==> src/rtl/alu_pkg.sv <==
// Shared types and constants for the round-robin ALU scheduler and its ALU.
package alu_pkg;
  localparam int WIDTH = 4;
  localparam int NREQ  = 2;

  typedef enum logic [1:0] {
    OFF   = 2'd0,
    ADD   = 2'd1,
    SUB   = 2'd2,
    NO_OP = 2'd3
  } alu_op_e;

  typedef enum logic [1:0] {
    IDLE = 2'd0,
    EXEC = 2'd1,
    RESP = 2'd2
  } sched_state_e;
endpackage

==> src/rtl/alu_rr_sched_if.sv <==
// Two requester channels plus the response channel of the shared-ALU scheduler.
interface alu_rr_sched_if #(
  parameter int WIDTH = alu_pkg::WIDTH
);
  logic             req0_valid;
  logic             req0_ready;
  logic [1:0]       req0_op;
  logic [WIDTH-1:0] req0_a;
  logic [WIDTH-1:0] req0_b;
  logic             req1_valid;
  logic             req1_ready;
  logic [1:0]       req1_op;
  logic [WIDTH-1:0] req1_a;
  logic [WIDTH-1:0] req1_b;
  logic             rsp_valid;
  logic             rsp_ready;
  logic             rsp_id;
  logic [WIDTH-1:0] rsp_out;
  logic             rsp_flag;
  logic             busy;

  modport master (
    output req0_valid, req0_op, req0_a, req0_b,
    output req1_valid, req1_op, req1_a, req1_b,
    output rsp_ready,
    input  req0_ready, req1_ready,
    input  rsp_valid, rsp_id, rsp_out, rsp_flag, busy
  );

  modport slave (
    input  req0_valid, req0_op, req0_a, req0_b,
    input  req1_valid, req1_op, req1_a, req1_b,
    input  rsp_ready,
    output req0_ready, req1_ready,
    output rsp_valid, rsp_id, rsp_out, rsp_flag, busy
  );
endinterface

==> src/rtl/my_alu.sv <==
// Combinational 4-bit ALU: OFF, ADD with carry, SUB as magnitude with a-less-than-b flag.
module my_alu
  import alu_pkg::*;
#(
  parameter int WIDTH = alu_pkg::WIDTH
) (
  input  alu_op_e          op,
  input  logic [WIDTH-1:0] a,
  input  logic [WIDTH-1:0] b,
  output logic [WIDTH-1:0] out,
  output logic             flag
);
  if (WIDTH != 4) begin : g_width_chk
    $error("my_alu: WIDTH must be 4");
  end

  logic [WIDTH:0] sum;

  always_comb begin
    sum  = {1'b0, a} + {1'b0, b};
    out  = '0;
    flag = 1'b0;
    case (op)
      ADD: begin
        out  = sum[WIDTH-1:0];
        flag = sum[WIDTH];
      end
      // SUB reports |a-b| and flags when the operands had to be swapped
      SUB: begin
        if (a < b) begin
          out  = b - a;
          flag = 1'b1;
        end else begin
          out  = a - b;
        end
      end
      default: begin
        out  = '0;
        flag = 1'b0;
      end
    endcase
  end
endmodule

==> src/rtl/alu_rr_sched.sv <==
// Round-robin scheduler sharing one ALU between two requesters; one op in flight,
// IDLE -> EXEC -> RESP, result returned with the owning requester id.
module alu_rr_sched
  import alu_pkg::*;
#(
  parameter int WIDTH = alu_pkg::WIDTH,
  parameter int NREQ  = alu_pkg::NREQ
) (
  input logic           clk,
  input logic           rst_n,
  alu_rr_sched_if.slave bus
);
  if (WIDTH != 4) begin : g_width_chk
    $error("alu_rr_sched: WIDTH must be 4");
  end
  if (NREQ != 2) begin : g_nreq_chk
    $error("alu_rr_sched: NREQ must be 2");
  end

  sched_state_e     state;
  logic             ptr;
  alu_op_e          op_c;
  logic [WIDTH-1:0] a_c;
  logic [WIDTH-1:0] b_c;
  logic             id_c;
  logic             rsp_valid_r;
  logic             rsp_id_r;
  logic [WIDTH-1:0] rsp_out_r;
  logic             rsp_flag_r;
  logic             busy_r;
  logic             gnt0;
  logic             gnt1;
  alu_op_e          alu_op;
  logic [WIDTH-1:0] alu_out;
  logic             alu_flag;

  // Grant only in IDLE; pointer breaks ties. Gated by rst_n so nothing is accepted in reset.
  assign gnt0 = rst_n && (state == IDLE) && bus.req0_valid && (!bus.req1_valid || !ptr);
  assign gnt1 = rst_n && (state == IDLE) && bus.req1_valid && (!bus.req0_valid ||  ptr);

  assign bus.req0_ready = gnt0;
  assign bus.req1_ready = gnt1;
  assign bus.rsp_valid  = rsp_valid_r;
  assign bus.rsp_id     = rsp_id_r;
  assign bus.rsp_out    = rsp_out_r;
  assign bus.rsp_flag   = rsp_flag_r;
  assign bus.busy       = busy_r;

  // ALU sees OFF except while executing, so it never carries a stale operation
  assign alu_op = (state == EXEC) ? op_c : OFF;

  my_alu #(.WIDTH(WIDTH)) u_alu (
    .op   (alu_op),
    .a    (a_c),
    .b    (b_c),
    .out  (alu_out),
    .flag (alu_flag)
  );

  always_ff @(posedge clk) begin
    if (!rst_n) begin
      state       <= IDLE;
      ptr         <= 1'b0;
      rsp_valid_r <= 1'b0;
      rsp_id_r    <= 1'b0;
      rsp_out_r   <= '0;
      rsp_flag_r  <= 1'b0;
      busy_r      <= 1'b0;
    end else begin
      case (state)
        IDLE: begin
          if (gnt0 || gnt1) begin
            op_c   <= gnt1 ? alu_op_e'(bus.req1_op) : alu_op_e'(bus.req0_op);
            a_c    <= gnt1 ? bus.req1_a : bus.req0_a;
            b_c    <= gnt1 ? bus.req1_b : bus.req0_b;
            id_c   <= gnt1;
            ptr    <= gnt0;
            busy_r <= 1'b1;
            state  <= EXEC;
          end
        end
        // NO_OP leaves the previous result in the response registers
        EXEC: begin
          if (op_c != NO_OP) begin
            rsp_out_r  <= alu_out;
            rsp_flag_r <= alu_flag;
          end
          rsp_id_r    <= id_c;
          rsp_valid_r <= 1'b1;
          state       <= RESP;
        end
        RESP: begin
          if (bus.rsp_ready) begin
            rsp_valid_r <= 1'b0;
            busy_r      <= 1'b0;
            state       <= IDLE;
          end
        end
        default: begin
          state <= IDLE;
        end
      endcase
    end
  end
endmodule
==> src/flat_wrapper.sv <==
// flat-port wrapper written by rule: the top's interface ports become plain ports
module alu_rr_sched_flat import alu_pkg::*;
#(
  parameter int WIDTH = alu_pkg::WIDTH,
  parameter int NREQ  = alu_pkg::NREQ
)
  (clk, rst_n, bus_req0_valid, bus_req0_op, bus_req0_a, bus_req0_b, bus_req1_valid, bus_req1_op, bus_req1_a, bus_req1_b, bus_rsp_ready, bus_req0_ready, bus_req1_ready, bus_rsp_valid, bus_rsp_id, bus_rsp_out, bus_rsp_flag, bus_busy);
  alu_rr_sched_if #(.WIDTH(WIDTH)) bus_i ();
  input logic clk;
  input logic rst_n;
  input wire logic [$bits(bus_i.req0_valid)-1:0] bus_req0_valid;
  input wire logic [$bits(bus_i.req0_op)-1:0] bus_req0_op;
  input wire logic [$bits(bus_i.req0_a)-1:0] bus_req0_a;
  input wire logic [$bits(bus_i.req0_b)-1:0] bus_req0_b;
  input wire logic [$bits(bus_i.req1_valid)-1:0] bus_req1_valid;
  input wire logic [$bits(bus_i.req1_op)-1:0] bus_req1_op;
  input wire logic [$bits(bus_i.req1_a)-1:0] bus_req1_a;
  input wire logic [$bits(bus_i.req1_b)-1:0] bus_req1_b;
  input wire logic [$bits(bus_i.rsp_ready)-1:0] bus_rsp_ready;
  output wire logic [$bits(bus_i.req0_ready)-1:0] bus_req0_ready;
  output wire logic [$bits(bus_i.req1_ready)-1:0] bus_req1_ready;
  output wire logic [$bits(bus_i.rsp_valid)-1:0] bus_rsp_valid;
  output wire logic [$bits(bus_i.rsp_id)-1:0] bus_rsp_id;
  output wire logic [$bits(bus_i.rsp_out)-1:0] bus_rsp_out;
  output wire logic [$bits(bus_i.rsp_flag)-1:0] bus_rsp_flag;
  output wire logic [$bits(bus_i.busy)-1:0] bus_busy;
  assign bus_i.req0_valid = bus_req0_valid;
  assign bus_i.req0_op = bus_req0_op;
  assign bus_i.req0_a = bus_req0_a;
  assign bus_i.req0_b = bus_req0_b;
  assign bus_i.req1_valid = bus_req1_valid;
  assign bus_i.req1_op = bus_req1_op;
  assign bus_i.req1_a = bus_req1_a;
  assign bus_i.req1_b = bus_req1_b;
  assign bus_i.rsp_ready = bus_rsp_ready;
  assign bus_req0_ready = bus_i.req0_ready;
  assign bus_req1_ready = bus_i.req1_ready;
  assign bus_rsp_valid = bus_i.rsp_valid;
  assign bus_rsp_id = bus_i.rsp_id;
  assign bus_rsp_out = bus_i.rsp_out;
  assign bus_rsp_flag = bus_i.rsp_flag;
  assign bus_busy = bus_i.busy;
  alu_rr_sched #(.WIDTH(WIDTH), .NREQ(NREQ)) u_core (.clk(clk), .rst_n(rst_n), .bus(bus_i));
endmodule
==> config.mk <==
export PLATFORM = sky130hd
export DESIGN_NAME = alu_rr_sched_flat
export DESIGN_NICKNAME = d
export VERILOG_FILES = /design/src/rtl/alu_pkg.sv /design/src/rtl/alu_rr_sched_if.sv /design/src/rtl/my_alu.sv /design/src/rtl/alu_rr_sched.sv /design/src/flat_wrapper.sv
export SDC_FILE = /design/constraint.sdc
export NUM_CORES = 1
export LEC_CHECK = 0
export ABC_AREA = 1
export ABC_CLOCK_PERIOD_IN_PS = 3100
export CORE_MARGIN = 2
export CORE_UTILIZATION = 53
export DETAILED_ROUTE_END_ITERATION = 7
export PLACE_DENSITY = 0.85
export RECOVER_POWER = 25
export SLEW_MARGIN = 20
export SYNTH_ARGS = -nofsm -noshare
export SYNTH_HDL_FRONTEND = slang
export SYNTH_SLANG_ARGS = --single-unit
==> constraint.sdc <==
create_clock -name clk -period 3.1 [get_ports clk]
set_input_delay 0.465 -clock clk [delete_from_list [all_inputs] [get_ports clk]]
set_output_delay 0.465 -clock clk [all_outputs]
set_load 0.005 [all_outputs]
## After elaboration in Yosys (flattened, before gate mapping)

Cells that the tools add are included.

| operators by class | value |
|---|---|
| add/sub/neg operators | 3 |
| reduce and logical (&&, ||, !) cells | 20 |
| equal/unequal tests | 7 |
| magnitude comparators | 1 |
| mux-type cells | 15 |

Operator list:

| operator | number |
|---|---|
| 4-bit two-way mux | 3 |
| 2-bit two-way mux | 4 |
| 4-bit one-hot mux with 2 select lines | 1 |
| 2-bit AND reduction | 4 |
| 4-bit subtractor | 2 |
| 2-bit inequality test, second input constant | 3 |
| 1-bit one-hot mux with 2 select lines | 3 |
| 2-bit one-hot mux with 3 select lines | 1 |
| 3-bit AND reduction | 2 |
| 4-bit by 4-bit adder with 5-bit output | 1 |
| 1-bit logical AND | 5 |
| 2-bit by 1-bit == test with 1-bit output, second input constant | 2 |
| 2-bit == test, second input constant | 2 |
| 4-bit less-than comparator | 1 |
| 2-bit nonzero test | 2 |
| 1-bit logical NOT | 3 |
| 1-bit logical OR | 3 |
| 1-bit two-way mux | 3 |
| 2-bit logical NOT | 1 |

| storage, ports and cells | value |
|---|---|
| output and inout port bits | 10 |
| word-level logic and storage cells | 57 |
| input port bits | 25 |
| register bits after elaboration | 22 |

## Logic depth before layout (Yosys ltp)

Gate-level depths: netlist of the first run.

| depth | value |
|---|---|
| word-level depth | 7 |
| gate-level depth with buffers | 14 |
| depth with buffers taken out | 14 |

## Cells and area by module

A second synthesis of the first run with hierarchy kept.

| second synthesis, totals | value |
|---|---|
| cell total of the unflattened synthesis | 199 |
| area total of the unflattened synthesis | 1,534.0 um^2 |

Modules (own cells, without submodules):

| module | seq. area each (um^2) | instances | area an instance (um^2) | cells an instance |
|---|---|---|---|---|
| alu_rr_sched | 550.5 | 1 | 1,011.0 | 121 |
| my_alu | 0.0 | 1 | 523.0 | 78 |

## Worst setup path before layout of the first run

Ideal clock, no wire load.

| timing path | value |
|---|---|
| kind | register -> register |
| start point | register u_core.a_c[0] |
| end point | register u_core.rsp_out_r[1], in the netlist u_core.bus.rsp_out[1] |
| data required time | 2.978 ns |
| setup time | 0.122 ns |
| arrival time | 1.598 ns |
| clock period less this slack | 1.719 ns |
| buffers on the path | 0 |
| slack | 1.381 ns |
| cell stages (with the launch flop) | 12 |
| cell sequence | edfxtp_1 > inv_1 > ha_1 > inv_1 > fa_1 > nand3_1 > nand2_1 > or2_1 > nand3_1 > o21ai_1 > nand2_1 > a21oi_2 |

| on the way | value |
|---|---|
| longest elaborated chain between the ends | 3 |
| elaborated cells between the ends (all ways) | 6 |
| those cells by class | 3 x add/sub; 1 x order compare; 2 x mux |

RTL lines:

| what | line | text |
|---|---|---|
| start: declaration | alu_rr_sched.sv:23 | `logic [WIDTH-1:0] a_c;` |
| start signal: assignment | alu_rr_sched.sv:74 | `a_c <= gnt1 ? bus.req1_a : bus.req0_a;` |
| 4-bit subtractor (tied with other cells) | my_alu.sv:34 | `out = a - b;` |
| 4-bit two-way mux | my_alu.sv:30 | `if (a < b) begin` |
| 4-bit one-hot mux with 2 select lines (*) | my_alu.sv:23 | `case (op)` |
| end signal: assignment | alu_rr_sched.sv:85 | `rsp_out_r <= alu_out;` |
| end: declaration | alu_rr_sched.sv:28 | `logic [WIDTH-1:0] rsp_out_r;` |

Mark *: on every way between the ends. The rest lies on a longest branch, timed or not.
A chain may end at the register's enable or synchronous reset.

## Worst setup path after layout of the first run

| timing path | value |
|---|---|
| start point | input rst_n |
| end point | output bus_req1_ready |

| on the way | value |
|---|---|
| longest elaborated chain between the ends | 3 |

RTL lines:

| what | line | text |
|---|---|---|
| start: declaration | flat_wrapper.sv:10 | `input logic rst_n;` |
| 1-bit logical AND (3 in a row) | alu_rr_sched.sv:39 | `assign gnt1 = rst_n && (state == IDLE) && bus.req1_valid && (!bus.req0_valid \|\| ptr);` |
| end: declaration | flat_wrapper.sv:21 | `output wire logic [$bits(bus_i.req1_ready)-1:0] bus_req1_ready;` |

No other way between the ends.

==> out/qor.yml, run 1 <==
grt:
  track_usage_pct: 17.55
  grt_max_degree: 15
  grt_pass1_vias: 1166
  grt_overflow: 0
  grt_pass1_wl_mm: 4.505
  antenna_found_initial: 0
run_status:
  status: "completed"
worst_setup_path:
  crit_type: "input port to output port"
  crit_family: "buffers and inverters"
  path_max_fanout: 5
  start_kind: "input port"
  slowest_stage: "dlygate4sd3_1"
  cp_data_required_time_ps: 2630
  cp-end-kind: "output port"
  critPathMaxStageDelay_ps: 620
  critPathBufInv: 2
  cp_cell_sequence: "dlygate4sd3_1, nand2_1, nor3_1, clkdlybuf4s50_1"
  crit_arrival_ps: 2000
placed_design:
  numPortBuffers: 34
  place_congestion: 0.8198
  place_hpwl_mm: 2.340
  place_ws_ps: 726.1
  dp.cells: 245
min_path:
  worstHoldPathType: "flop to flop"
cts:
  cts_made_buffers: 3
  cts-root-buf: "clkbuf_4"
  ctsResizeCount: 0
  cts_sinks: 22
  cts_tree: "done"
  ctsLongestPathBuffers: 2
  postCtsSetupRepairBufs: 0
  h-tree-depth: 1
  clk_pin_slew_ps: 130
  cts_hold_buf: 0
  clock_latency_ps: 310
power:
  netSwitchingFraction_pct: 30.50
  ir_drop_mv: 0.4142
  p_total_mw: 0.7921
  p_int_mw: 0.5506
  p_clk_share_pct: 23.1
  netSwitchingPower_mw: 0.2416
  leakage_nw: 0.8439
  p_seq_share_pct: 45.1
  combPwrFrac_pct: 31.9
  power_density_mw_per_mm2: 433.0
floorplan:
  start_util_pct: 56.80
  die_h_um: 55.99
  fp.dieW_um: 55.99
  rows: 18
  io_pins: 35
  core_area_sq_mm: 0.002522
  dieArea_sq_mm: 0.003135
sta:
  grt_setup_unrepaired: "false"
  setup_tns_ps: 0
  fin_crit_sh_pct: 79.37
  hold_violations: 0
  worst-slew-pin-transition_ps: 506.3
  worst_slack_ps: 639.4
  finalMaxSlewViolations: 0
  slew_headroom_pct: 66.25
  finalCriticalPeriod_ps: 2461
  hold_ws_ps: 476.5
  setup_viol: 0
  clock.fmax_mhz: 406.4
  clock_skew_ps: 19.59
finish:
  layout-drive-gt1-share_pct: 5.023
  nNetsFinal: 261
  syn_to_final_growth_pct: 27.69
  fin_cells: 249
  diodes: 0
yosys:
  synth_warnings: 0
  syn_nets: 223
  yosysTopAreaCell: "edfxtp_1"
  seq_area_frac_synth_pct: 38.43
  syn_inst: 182
  async_flop_share_pct: 0
  synth_top_area_share_pct: 23.06
  netlist_area_sq_mm: 0.001433
  synth_edf_count: 11
  synthTopCellsByArea: "edfxtp_1 (23%), nand2_1 (15%), dfxtp_1 (15%), ha_1 (11%), inv_1 (7.3%)"
  netlist-cell-type-count: 25
  ys.flop_type: "edfxtp_1"
  yosysMostFrequentCell: "nand2_1"
  ys_seq_elements: 22
  synthTopCellsByCount: "nand2_1 (59), inv_1 (28), ha_1 (13)"
  synth_area_per_cell_sq_um: 7.872
detailed_routing:
  finalWirelength_mm: 2.763
  ant_nets: 0
  first_pass_iters: 4
  num_vias: 1228
  drt_iter0_markers: 44
  drt_drc_violations_left: 0
  drt-wirelength-per-cell_um: 11.10
  routed_via_density: 4.932
job:
  max_cap_violations: 0
==> registers in the layout (all words and copies together), names as in the netlist <==
| signal | cells |
|---|---|
| u_core.ptr | 1 |
| u_core.a_c | 4 |
| u_core.bus.rsp_valid | 1 |
| u_core.bus.rsp_id | 1 |
| u_core.bus.busy | 1 |
| u_core.op_c | 2 |
| u_core.state | 2 |
| u_core.b_c | 4 |
| u_core.bus.rsp_flag | 1 |
| u_core.bus.rsp_out | 4 |
| u_core.id_c | 1 |
==> power by group through the flow <==
stage                     clock, mW  sequential [mW]  combinational (mW)
after floorplan                   0            0.360               0.172
after global placement            0            0.362               0.244
after detailed placement          0            0.364               0.258
after CTS                     0.188            0.357               0.259
after global routing          0.199            0.360               0.285
final                         0.183            0.357               0.253
==> kinds of logic after synthesis <==
group	count (synthesis)	share of synthesized area [%]
xor+xnor	2	1.223
compound gates	21	8.122
flops	22	38.43
simple gates	90	27.77
buf+inv	31	8.908
fa+ha+maj	16	15.55
==> layer usage <==
layer  global-route usage, %  wire length (um)  up-vias
li1                        -                 -      644
met1                   19.52              1183      552
met5                       0                 0        -
met2                   34.79              1466       30
met3                   2.326               100        2
met4                   3.741                12        0
==> stage by stage <==
step / instance area [sq um] / util, %
3_3_place_gp: 1799 / 71.33
2_1_floorplan: 1433 / -
3_5_place_dp: 1799 / 71.33
5_1_grt: 1829 / 72.52
4_1_cts: 1847 / 73.21
6_report: 1829 / 72.52
==> final cells by class <==
type | instances | area [sq um]
Multi-Input combinational cell | 129 | 740.7
Fill cell | 203 | 693.2
Sequential cell | 22 | 550.5
Timing Repair Buffer | 35 | 344.1
Inverter | 29 | 108.9
Clock buffer | 4 | 47.55
Tap cell | 30 | 37.54
==> path summary, 6_finish.rpt <==
check / endpoint / slack (ps) / start / cells past startpoint
hold / removal: u_core.bus.rsp_out[0]$_SDFFE_PN0P_ / 480 / u_core.bus.rsp_out[0]$_SDFFE_PN0P_ / 2
setup reg to reg: u_core.a_c[3]$_DFFE_PP_ / 990 / u_core.state[1]$_SDFFE_PN0P_ / 6
hold reg to reg: u_core.bus.rsp_out[0]$_SDFFE_PN0P_ / 480 / u_core.bus.rsp_out[0]$_SDFFE_PN0P_ / 2
setup / recovery: bus_req1_ready / 640 / rst_n / 4
==> worst min-delay path, stage by stage, from the launching register on <==
cell     delay (ps)
dfxtp_1         330
nand2_1          60
a21oi_1          60
==> cells in the final DEF (no fill, tap or decap), drive strengths merged <==
cell           instances
nand2                 61
clkdlybuf4s50         31
inv                   29
ha                    13
a21oi                 13
nor2                  12
edfxtp                11
dfxtp                 11
nand3                 11
o21ai                  8
clkbuf                 5
or2                    4
fa                     3
dlygate4sd3            3
nor3                   1
xnor2                  1
xor2                   1
nand3b                 1
No activity file was read; power rests on OpenSTA's default activity.
==> run 2, diff against run 1 <==
ABC_CLOCK_PERIOD_IN_PS = 2200   (was 3100)
CORE_UTILIZATION = 44   (was 53)
PLACE_DENSITY = 0.75   (was 0.85)
clock period = 2.2 ns   (was 3.1 ns; I/O delays follow)
==> run 2 against run 1 <==
  * First-iteration DRC count down 39%
  * Total power increased by 41%
  * Sequential share of layout area decreased by 0.57 points
  * Non-clock buffer count increased by 1
  * Critical path depth is 2 higher
  * Core utilization fell by 12 points
  * Routed wire length down 15%
  * Die area up 19%
==> out/qor.yml, run 2 (synthesized netlist as in run 1, its figures left out) <==
run_status:
  status: "completed"
grt:
  antenna_found_initial: 0  # unchanged
  grt_max_degree: 14  # -1
  grt_overflow: 0  # unchanged
  grt_pass1_wl_mm: 4.188  # -7.0%
  track_usage_pct: 14.95  # -2.6 points
  grt_pass1_vias: 1053  # -9.7%
placed_design:
  numPortBuffers: 34  # unchanged
  post_dp_cell_area_sq_mm: 0.001824  # +1.4%
  place_hpwl_mm: 1.920  # -18%
  place_congestion: 0.7702  # -6.1%
worst_setup_path:
  cp-end-kind: "output port"
  crit_arrival_ps: 1710  # -290 ps
  r2r_cells: 14  # +8
  r2r_slack_ps: 270  # -720 ps
  r2r_start: "u_core.a_c[0]$_DFFE_PP_"
  start_kind: "input port"
  cp_data_required_time_ps: 1870  # -760 ps
  worstReg2RegEnd: "u_core.bus.rsp_out[3]$_SDFFE_PN0P_"
  path_max_fanout: 2  # -3
  crit_type: "input port to output port"
detailed_routing:
  num_vias: 1217  # -0.90%
  first_pass_iters: 4  # unchanged
  drt_drc_violations_left: 0  # unchanged
  ant_nets: 0  # unchanged
  drt-wirelength-per-cell_um: 8.883  # -20%
  drt_iter0_markers: 27  # -39%
  routed_via_density: 4.610  # -6.5%
  finalWirelength_mm: 2.345  # -15%
sta:
  clock.fmax_mhz: 489.8
  hold_violations: 0  # unchanged
  hold_ws_ps: 467.2  # -9.309 ps
  slew_headroom_pct: 69.61  # +3.4 points
  finalMaxSlewViolations: 0  # unchanged
  setup_viol: 0  # unchanged
  grt_setup_unrepaired: "false"
  worst-slew-pin-transition_ps: 455.9  # -50.35 ps
  clock_skew_ps: 4.754  # -14.83 ps
  setup_tns_ps: 0  # unchanged
  fin_crit_sh_pct: 92.80
  finalCriticalPeriod_ps: 2042
floorplan:
  io_pins: 35  # unchanged
  dieArea_sq_mm: 0.003728  # +19%
  fp.dieW_um: 61.06  # +9.1%
  die_h_um: 61.06  # +9.1%
  core_area_sq_mm: 0.003078  # +22%
  start_util_pct: 46.54  # -10 points
  rows: 20  # +2
cts:
  cts_hold_buf: 0  # unchanged
  clock_latency_ps: 310  # about the same
  cts_made_buffers: 3  # unchanged
  ctsLongestPathBuffers: 2  # unchanged
  cts-root-buf: "clkbuf_4"
  clk_pin_slew_ps: 120  # about the same
  h-tree-depth: 1  # unchanged
  ctsResizeCount: 0  # unchanged
  cts_sinks: 22  # unchanged
  postCtsSetupRepairBufs: 0  # unchanged
  cts_tree: "done"
finish:
  mostFrequentLayoutCell: "nand2_1"
  fin_util_pct: 60.57  # -12 points
  syn_to_final_growth_pct: 30.13
  layout_common_cells: "nand2_1 (59), clkdlybuf4s50_1 (32), inv_1 (29), ha_1 (13)"
  nNetsFinal: 262  # +0.38%
  diodes: 0  # unchanged
  layout-drive-gt1-share_pct: 5.909  # +0.89 points
  postLayoutCellArea_sq_mm: 0.001864  # +1.9%
min_path:
  worstHoldPathType: "flop to flop"
  min_delay_path_depth: 2  # unchanged
  hold_end: "u_core.bus.rsp_out[2]$_SDFFE_PN0P_"
  worstHoldStart: "u_core.bus.rsp_out[2]$_SDFFE_PN0P_"
power:
  ir_drop_mv: 0.2808  # -32%
  leakage_nw: 0.8453  # +0.17%
  power_density_mw_per_mm2: 599.2  # +38%
job:
  max_cap_violations: 0  # unchanged
run 2: changes by cell type in the layout (fill, tap and decap cells not counted):
cell and change:
nor3_1 -1, dlygate4sd3_1 -1, nor2_2 +1, nor2_1 -1, clkdlybuf4s50_1 +1, clkbuf_1 +1, nor3_4 +1
run 2: power by group:
part           total, mW  internal (mW)  leakage [nW]  switching [mW]
logic              0.351          0.161         0.626           0.190
registers          0.502          0.478         0.194          0.0243
clock network      0.264          0.139        0.0261           0.125
total               1.12          0.777         0.845           0.340
run 2: routing by layer:
metal  vias to the layer above  part of all wire (%)  GRT usage (%)
met5                         -                     0              0
met4                         0                   2.1          6.522
met3                         5                   5.2          2.521
met2                        40                    44          23.25
met1                       523                    49          20.56
li1                        649                     -              -
run 2: through the flow:
stage,setup WS [ps],total power [mW],std cells
after CTS,216.5,1.126,264
after detailed placement,225.3,0.8654,260
after global placement,236.8,0.8592,260
after global routing,95.47,1.191,264
final,158.4,1.117,264
after floorplan,480.5,0.7501,182
run 2: area by class of cell:
type | instances | area, sq um
Inverter | 29 | 108.9
Fill cell | 290 | 1214
Timing Repair Buffer | 36 | 347.8
Tap cell | 44 | 55.05
Multi-Input combinational cell | 129 | 754.5
Sequential cell | 22 | 550.5
Clock buffer | 4 | 47.55
run 2: critical path, stage by stage:
cell	delay [ps]
dlygate4sd3_1	540
nand2_1	110
inv_1	80
nand3_1	80
inv_1	80
clkdlybuf4s50_1	490
run 2: worst max-delay path by stage:
stage	startpoint	to	cells after the start
final	rst_n	bus_req0_ready	6
after floorplan	u_core.a_c[0]$_DFFE_PP_	u_core.bus.rsp_out[1]$_SDFFE_PN0P_	11
after detailed placement	rst_n	bus_req0_ready	6
after global routing	rst_n	bus_req0_ready	6
after CTS	rst_n	bus_req0_ready	6
after global placement	rst_n	bus_req0_ready	6
